--- src/rtl/aes_word_ctrl_pkg.sv ---
// Shared AES sequencing definitions: core latency default, block geometry, controller states
// and the FIPS-197 appendix C.1 reference vector.
package aes_word_ctrl_pkg;

    localparam int LATENCY_DEF   = 2;
    localparam int WORDS_PER_BLK = 4;
    localparam int KEY_WORDS     = 4;

    typedef enum logic [1:0] {
        LOAD,
        START,
        WAIT,
        DRAIN
    } aes_ctrl_state_e;

    localparam logic [127:0] NIST_KEY = 128'h000102030405060708090a0b0c0d0e0f;
    localparam logic [127:0] NIST_PT  = 128'h00112233445566778899aabbccddeeff;
    localparam logic [127:0] NIST_CT  = 128'h69c4e0d86a7b0430d8cdb78070b4c55a;

endpackage

--- src/rtl/aes_word_ser.sv ---
// Result serialiser: holds one AES block and emits it most-significant word first.
// Latency: first word valid the cycle after load.
// Backpressure: the word index advances only on out_vld && out_rdy; data/last hold otherwise.
module aes_word_ser
    import aes_word_ctrl_pkg::*;
#(
    parameter int WORD_W = 32,
    parameter int BLK_W  = 4 * WORD_W
) (
    input  logic              clk,
    input  logic              rst_n,
    input  logic              load,
    input  logic [BLK_W-1:0]  load_dat,
    output logic              out_vld,
    input  logic              out_rdy,
    output logic [WORD_W-1:0] out_dat,
    output logic              out_last,
    output logic              done
);

    logic [BLK_W-1:0] hold;
    logic [1:0]       idx;

    assign out_dat  = hold[WORD_W*(WORDS_PER_BLK-1-int'(idx)) +: WORD_W];
    assign out_last = out_vld && (idx == 2'(WORDS_PER_BLK-1));
    assign done     = out_last && out_rdy;

    always_ff @(posedge clk or negedge rst_n) begin
        if (!rst_n) begin
            hold    <= '0;
            idx     <= 2'd0;
            out_vld <= 1'b0;
        end else if (load) begin
            hold    <= load_dat;
            idx     <= 2'd0;
            out_vld <= 1'b1;
        end else if (out_vld && out_rdy) begin
            idx <= idx + 2'd1;
            if (done) begin
                out_vld <= 1'b0;
            end
        end
    end

endmodule

--- src/rtl/aes_word_ctrl.sv ---
// Word-stream to fixed-latency AES core sequencer: deserialise key/plaintext, start, capture, drain.
// Latency: start the cycle after the last input word; first output word LATENCY+1 cycles after start.
// Backpressure: input stalls (in_ready=0) from start until the last output word is accepted.
module aes_word_ctrl
    import aes_word_ctrl_pkg::*;
#(
    parameter int LATENCY = LATENCY_DEF,
    parameter int WORD_W  = 32,
    parameter int BLK_W   = 4 * WORD_W
) (
    input  logic              clk,
    input  logic              rst_n,
    input  logic              in_valid,
    output logic              in_ready,
    input  logic [WORD_W-1:0] in_data,
    input  logic              reuse_key,
    output logic [BLK_W-1:0]  core_key,
    output logic [BLK_W-1:0]  core_data,
    output logic              core_start,
    input  logic [BLK_W-1:0]  core_out,
    output logic              out_valid,
    input  logic              out_ready,
    output logic [WORD_W-1:0] out_data,
    output logic              out_last,
    output logic              busy,
    output logic [15:0]       blk_cnt
);

    aes_ctrl_state_e state;
    logic [2:0]      widx;
    logic [3:0]      wait_cnt;
    logic            key_loaded;
    logic            reuse_r;
    logic            in_acc;
    logic            reuse_now;
    logic [2:0]      slot;
    logic [1:0]      lane;
    logic            last_word;
    logic            ser_load;
    logic            ser_done;

    // A reuse block is mapped onto the plaintext half of the slot space so one index covers both.
    assign in_acc    = in_valid && in_ready;
    assign reuse_now = (widx == 3'd0) ? (reuse_key && key_loaded) : reuse_r;
    assign slot      = reuse_now ? (widx + 3'(KEY_WORDS)) : widx;
    assign lane      = slot[1:0];
    assign last_word = (slot == 3'(KEY_WORDS + WORDS_PER_BLK - 1));
    assign ser_load  = (state == WAIT) && (wait_cnt == 4'd0);

    always_ff @(posedge clk or negedge rst_n) begin
        if (!rst_n) begin
            state      <= LOAD;
            widx       <= 3'd0;
            wait_cnt   <= 4'd0;
            key_loaded <= 1'b0;
            reuse_r    <= 1'b0;
            in_ready   <= 1'b1;
            core_key   <= '0;
            core_data  <= '0;
            core_start <= 1'b0;
            busy       <= 1'b0;
            blk_cnt    <= 16'd0;
        end else begin
            core_start <= 1'b0;
            case (state)
                LOAD: begin
                    if (in_acc) begin
                        reuse_r <= reuse_now;
                        if (slot < 3'(KEY_WORDS)) begin
                            core_key[WORD_W*(WORDS_PER_BLK-1-int'(lane)) +: WORD_W] <= in_data;
                        end else begin
                            core_data[WORD_W*(WORDS_PER_BLK-1-int'(lane)) +: WORD_W] <= in_data;
                        end
                        if (last_word) begin
                            widx       <= 3'd0;
                            state      <= START;
                            in_ready   <= 1'b0;
                            busy       <= 1'b1;
                            core_start <= 1'b1;
                            if (!reuse_now) begin
                                key_loaded <= 1'b1;
                            end
                        end else begin
                            widx <= widx + 3'd1;
                        end
                    end
                end
                START: begin
                    wait_cnt <= 4'(LATENCY - 1);
                    state    <= WAIT;
                end
                WAIT: begin
                    if (wait_cnt == 4'd0) begin
                        state <= DRAIN;
                    end else begin
                        wait_cnt <= wait_cnt - 4'd1;
                    end
                end
                DRAIN: begin
                    if (ser_done) begin
                        blk_cnt  <= blk_cnt + 16'd1;
                        state    <= LOAD;
                        in_ready <= 1'b1;
                        busy     <= 1'b0;
                    end
                end
                default: state <= LOAD;
            endcase
        end
    end

    aes_word_ser #(
        .WORD_W (WORD_W),
        .BLK_W  (BLK_W)
    ) u_ser (
        .clk      (clk),
        .rst_n    (rst_n),
        .load     (ser_load),
        .load_dat (core_out),
        .out_vld  (out_valid),
        .out_rdy  (out_ready),
        .out_dat  (out_data),
        .out_last (out_last),
        .done     (ser_done)
    );

endmodule
--- config.mk ---
export PLATFORM = sky130hd
export DESIGN_NAME = aes_word_ctrl
export DESIGN_NICKNAME = d
export VERILOG_FILES = /design/src/rtl/aes_word_ctrl_pkg.sv /design/src/rtl/aes_word_ser.sv /design/src/rtl/aes_word_ctrl.sv
export SDC_FILE = /design/constraint.sdc
export NUM_CORES = 1
export LEC_CHECK = 0
export ABC_AREA = 1
export BUFFER_PORTS_ARGS = -buffer_cell sky130_fd_sc_hd__buf_2
export CAP_MARGIN = 0
export CELL_PAD_IN_SITES_DETAIL_PLACEMENT = 1
export CELL_PAD_IN_SITES_GLOBAL_PLACEMENT = 1
export CORE_MARGIN = 2
export CORE_UTILIZATION = 35
export CTS_CLUSTER_DIAMETER = 80
export CTS_CLUSTER_SIZE = 20
export DETAILED_ROUTE_END_ITERATION = 8
export PLACE_DENSITY = 0.8
export REMOVE_ABC_BUFFERS = 1
export SETUP_SLACK_MARGIN = 0.3
export SLEW_MARGIN = 5
export SYNTH_ARGS = -nofsm -noshare
export SYNTH_HDL_FRONTEND = slang
export SYNTH_SLANG_ARGS = --single-unit
export TNS_END_PERCENT = 10
--- constraint.sdc ---
create_clock -name clk -period 2.4 [get_ports clk]
set_clock_uncertainty 0.2 [all_clocks]
set_input_delay 0.12 -clock clk [delete_from_list [all_inputs] [get_ports clk]]
set_output_delay 0.12 -clock clk [all_outputs]
set_load 0.02 [all_outputs]
==> impl_metrics.json <==
{
  "outcome": "finished, final reports clean",
  "clock_sinks": 417,
  "worst-path-max-fanout": 8,
  "routed_wl_um": 85300,
  "rsz0062_at_grt": "yes",
  "power-per-cell-area_nw_per_um2": 649,
  "dieArea_sq_um": 53800,
  "io_pins": 474,
  "min_path_cells": 5,
  "multi_input_area_sq_um": 7290,
  "r2r_cells": 13,
  "synth_cells": 2227,
  "path_clk_slew_ps": 90,
  "synth_top_area_frac": 0.572,
  "leakagePower_uw": 0.0137,
  "synth_top_area_cell": "dfrtp_1",
  "required_ps": 2660,
  "grt_overflow": 0,
  "tightest_slew_ps": 555,
  "startpoint_type": "register",
  "cp.arrival_ps": 2480,
  "clock-root-buffer": "clkbuf_16",
  "clock_power_share": 0.367,
  "synthFlopType": "dfrtp_1",
  "gp_congestion": 0.869,
  "yosysWarnings": 0,
  "drive_above_1_share": 0.259,
  "setup_viol": 0,
  "slew_headroom": 0.630,
  "p_switching_uw": 5120,
  "tns_ps": 0,
  "period_share": 0.923,
  "p_total_uw": 16700,
  "async_flop_share": 1.00,
  "seq_area_sq_um": 10400,
  "routedWlPerCell_um": 23.9,
  "end_kind": "register",
  "placementRows": 83,
  "hold_path.class": "in -> reg",
  "fmax_ghz": 0.451,
  "post-route-min-period_ps": 2220,
  "cts_tree": "built",
  "synth_edf_count": 0,
  "drt-vias-per-instance": 5.39,
  "route.vias.total": 19242,
  "grt_pass1_vias": 20589,
  "grt_start_max_net_pins": 87,
  "slew_violations": 0,
  "syn2layout_area_growth_pct": 41.5,
  "p_int_uw": 11600,
  "synth_cell_types": 31,
  "synth_area_leaders": "dfrtp_1 57%, nand2_1 19%, o21ai_1 3.5%",
  "syn_area_per_cell_sq_um": 8.17,
  "die_w_um": 232,
  "synth_area_sq_um": 18200,
  "clockBufferDepth": 3,
  "synth-seq-cells": 417,
  "swShare": 0.306,
  "numCtsBuffers": 34,
  "initial_core_util": 0.355,
  "post-synth-top-count-cell": "nand2_1",
  "grt_pass1_wl_um": 124000,
  "ys_top_cells_by_count": "933 x nand2_1, 416 x dfrtp_1, 136 x nor2_1",
  "clk_latency_ps": 550,
  "synth-seq-area-share": 0.574,
  "final_cells": 3572,
  "p_seq_frac": 0.424,
  "grt.total_usage": 0.302,
  "first_iter_violations": 1504,
  "hold_viol": 0,
  "nFillCells": 6022,
  "irDropWorstVdd_uv": 414,
  "dr.pass1.iters": 5,
  "io_buffers": 473,
  "fp.coreArea_sq_um": 51300,
  "maxCapViolations": 0,
  "ant_nets": 0,
  "die_h_um": 232,
  "nets": 3035,
  "drc": 0,
  "critical_path_class": "reg -> reg",
  "dp_hpwl_um": 51000,
  "antenna_found_initial": 7,
  "htreeDepth": 2,
  "dp.cells": 3305,
  "p_comb_frac": 0.209
}
==> cell families after synthesis <==
family                     after synthesis  synth area share
AOI/OAI and AO/OA                      276            0.0788
xor gates and xnor gates                 9           0.00433
adders and majority gates               10           0.00688
buffers and inverters                  253            0.0588
DFF                                    417             0.574
and+or+nand+nor                       1262             0.277
==> power groups by stage <==
stage / registers (uW) / clock network (uW) / logic (uW)
3_5_place_dp: 7210 / 0 / 2220
2_1_floorplan: 7330 / 0 / 917
6_report: 7090 / 6130 / 3490
3_3_place_gp: 7210 / 0 / 2180
5_1_grt: 7100 / 6460 / 3640
4_1_cts: 7090 / 6220 / 3270
==> path summary, 6_finish.rpt <==
check,startpoint,endpoint,slack [ps]
max in group asynchronous,rst_n,core_key[82],710
worst min register to register,core_data[35],core_data[35],270
min in group asynchronous,rst_n,u_ser.hold[44],430
worst max register to register,widx[0],core_data[65],180
worst max-delay path,widx[0],core_data[65],180
worst min-delay path,in_data[1],core_data[65],70
==> stage by stage <==
step	cell area, sq um	hold slack (ps)	util	worst slack [ps]
final	25700	74.7	0.502	185
after global routing	25700	78.3	0.502	115
after global placement	21500	-130	0.418	243
after floorplan	17600	-376	-	-3950
after detailed placement	21500	-131	0.418	138
after CTS	24900	15.5	0.485	202
==> registers in the layout, indices dropped and copies added, names as in the netlist <==
name           cells
blk_cnt           16
u_ser.out_vld      1
u_ser.idx          2
wait_cnt           4
key_loaded         1
core_data        128
in_ready           1
state              2
reuse_r            1
widx               3
core_key         128
busy               1
core_start         1
u_ser.hold       128
==> layer usage <==
layer	track usage	wire, um	up-vias
li1	-	-	8305
met1	0.344	31400	9782
met2	0.518	41300	893
met3	0.0826	7360	262
met4	0.156	5270	0
met5	0	0	-
==> cell usage in the layout (no fill, tap or decap), types with 14 or more instances in the layout <==
| cell type | n |
|---|---|
| buf_6 | 14 |
| nand2_1 | 912 |
| clkbuf_16 | 42 |
| o22ai_1 | 33 |
| o21ai_1 | 138 |
| nor3_2 | 34 |
| o21ai_0 | 85 |
| dlygate4sd3_1 | 164 |
| nor2_1 | 132 |
| buf_4 | 56 |
| dfrtp_1 | 415 |
| inv_1 | 102 |
| nor3_4 | 15 |
| nor3_1 | 41 |
| buf_2 | 453 |
| nand3_1 | 81 |
| buf_12 | 23 |
==> area by class of cell <==
cell class,count,share of cell area
Antenna cell,10,0.000972
Clock buffer,41,0.0365
Clock inverter,17,0.00865
Inverter,117,0.0180
Multi-Input combinational cell,1557,0.283
Sequential cell,417,0.405
Tap cell,680,0.0330
Timing Repair Buffer,733,0.214
==> repair_timing <==
item	CTS	global route
endpoints found under the hold margin	782	0
setup endpoints to repair	221	350
cloned	12	7
pin swaps	8	9
buffers inserted	9	7
hold buffers	164	0
resized for setup	89	139
==> worst max-delay path, stage by stage, from the launching register on <==
cell and delay [ps]:
dfrtp_1 420, inv_2 100, ha_4 150, inv_2 50
nor2_2 80, nand2_2 80, nand3_4 100, nand2_8 90
nor2_4 140, buf_6 150, nand2_8 140, clkbuf_16 250
nand2_1 80, o21ai_1 70
Power figures use the tool's default switching activity.
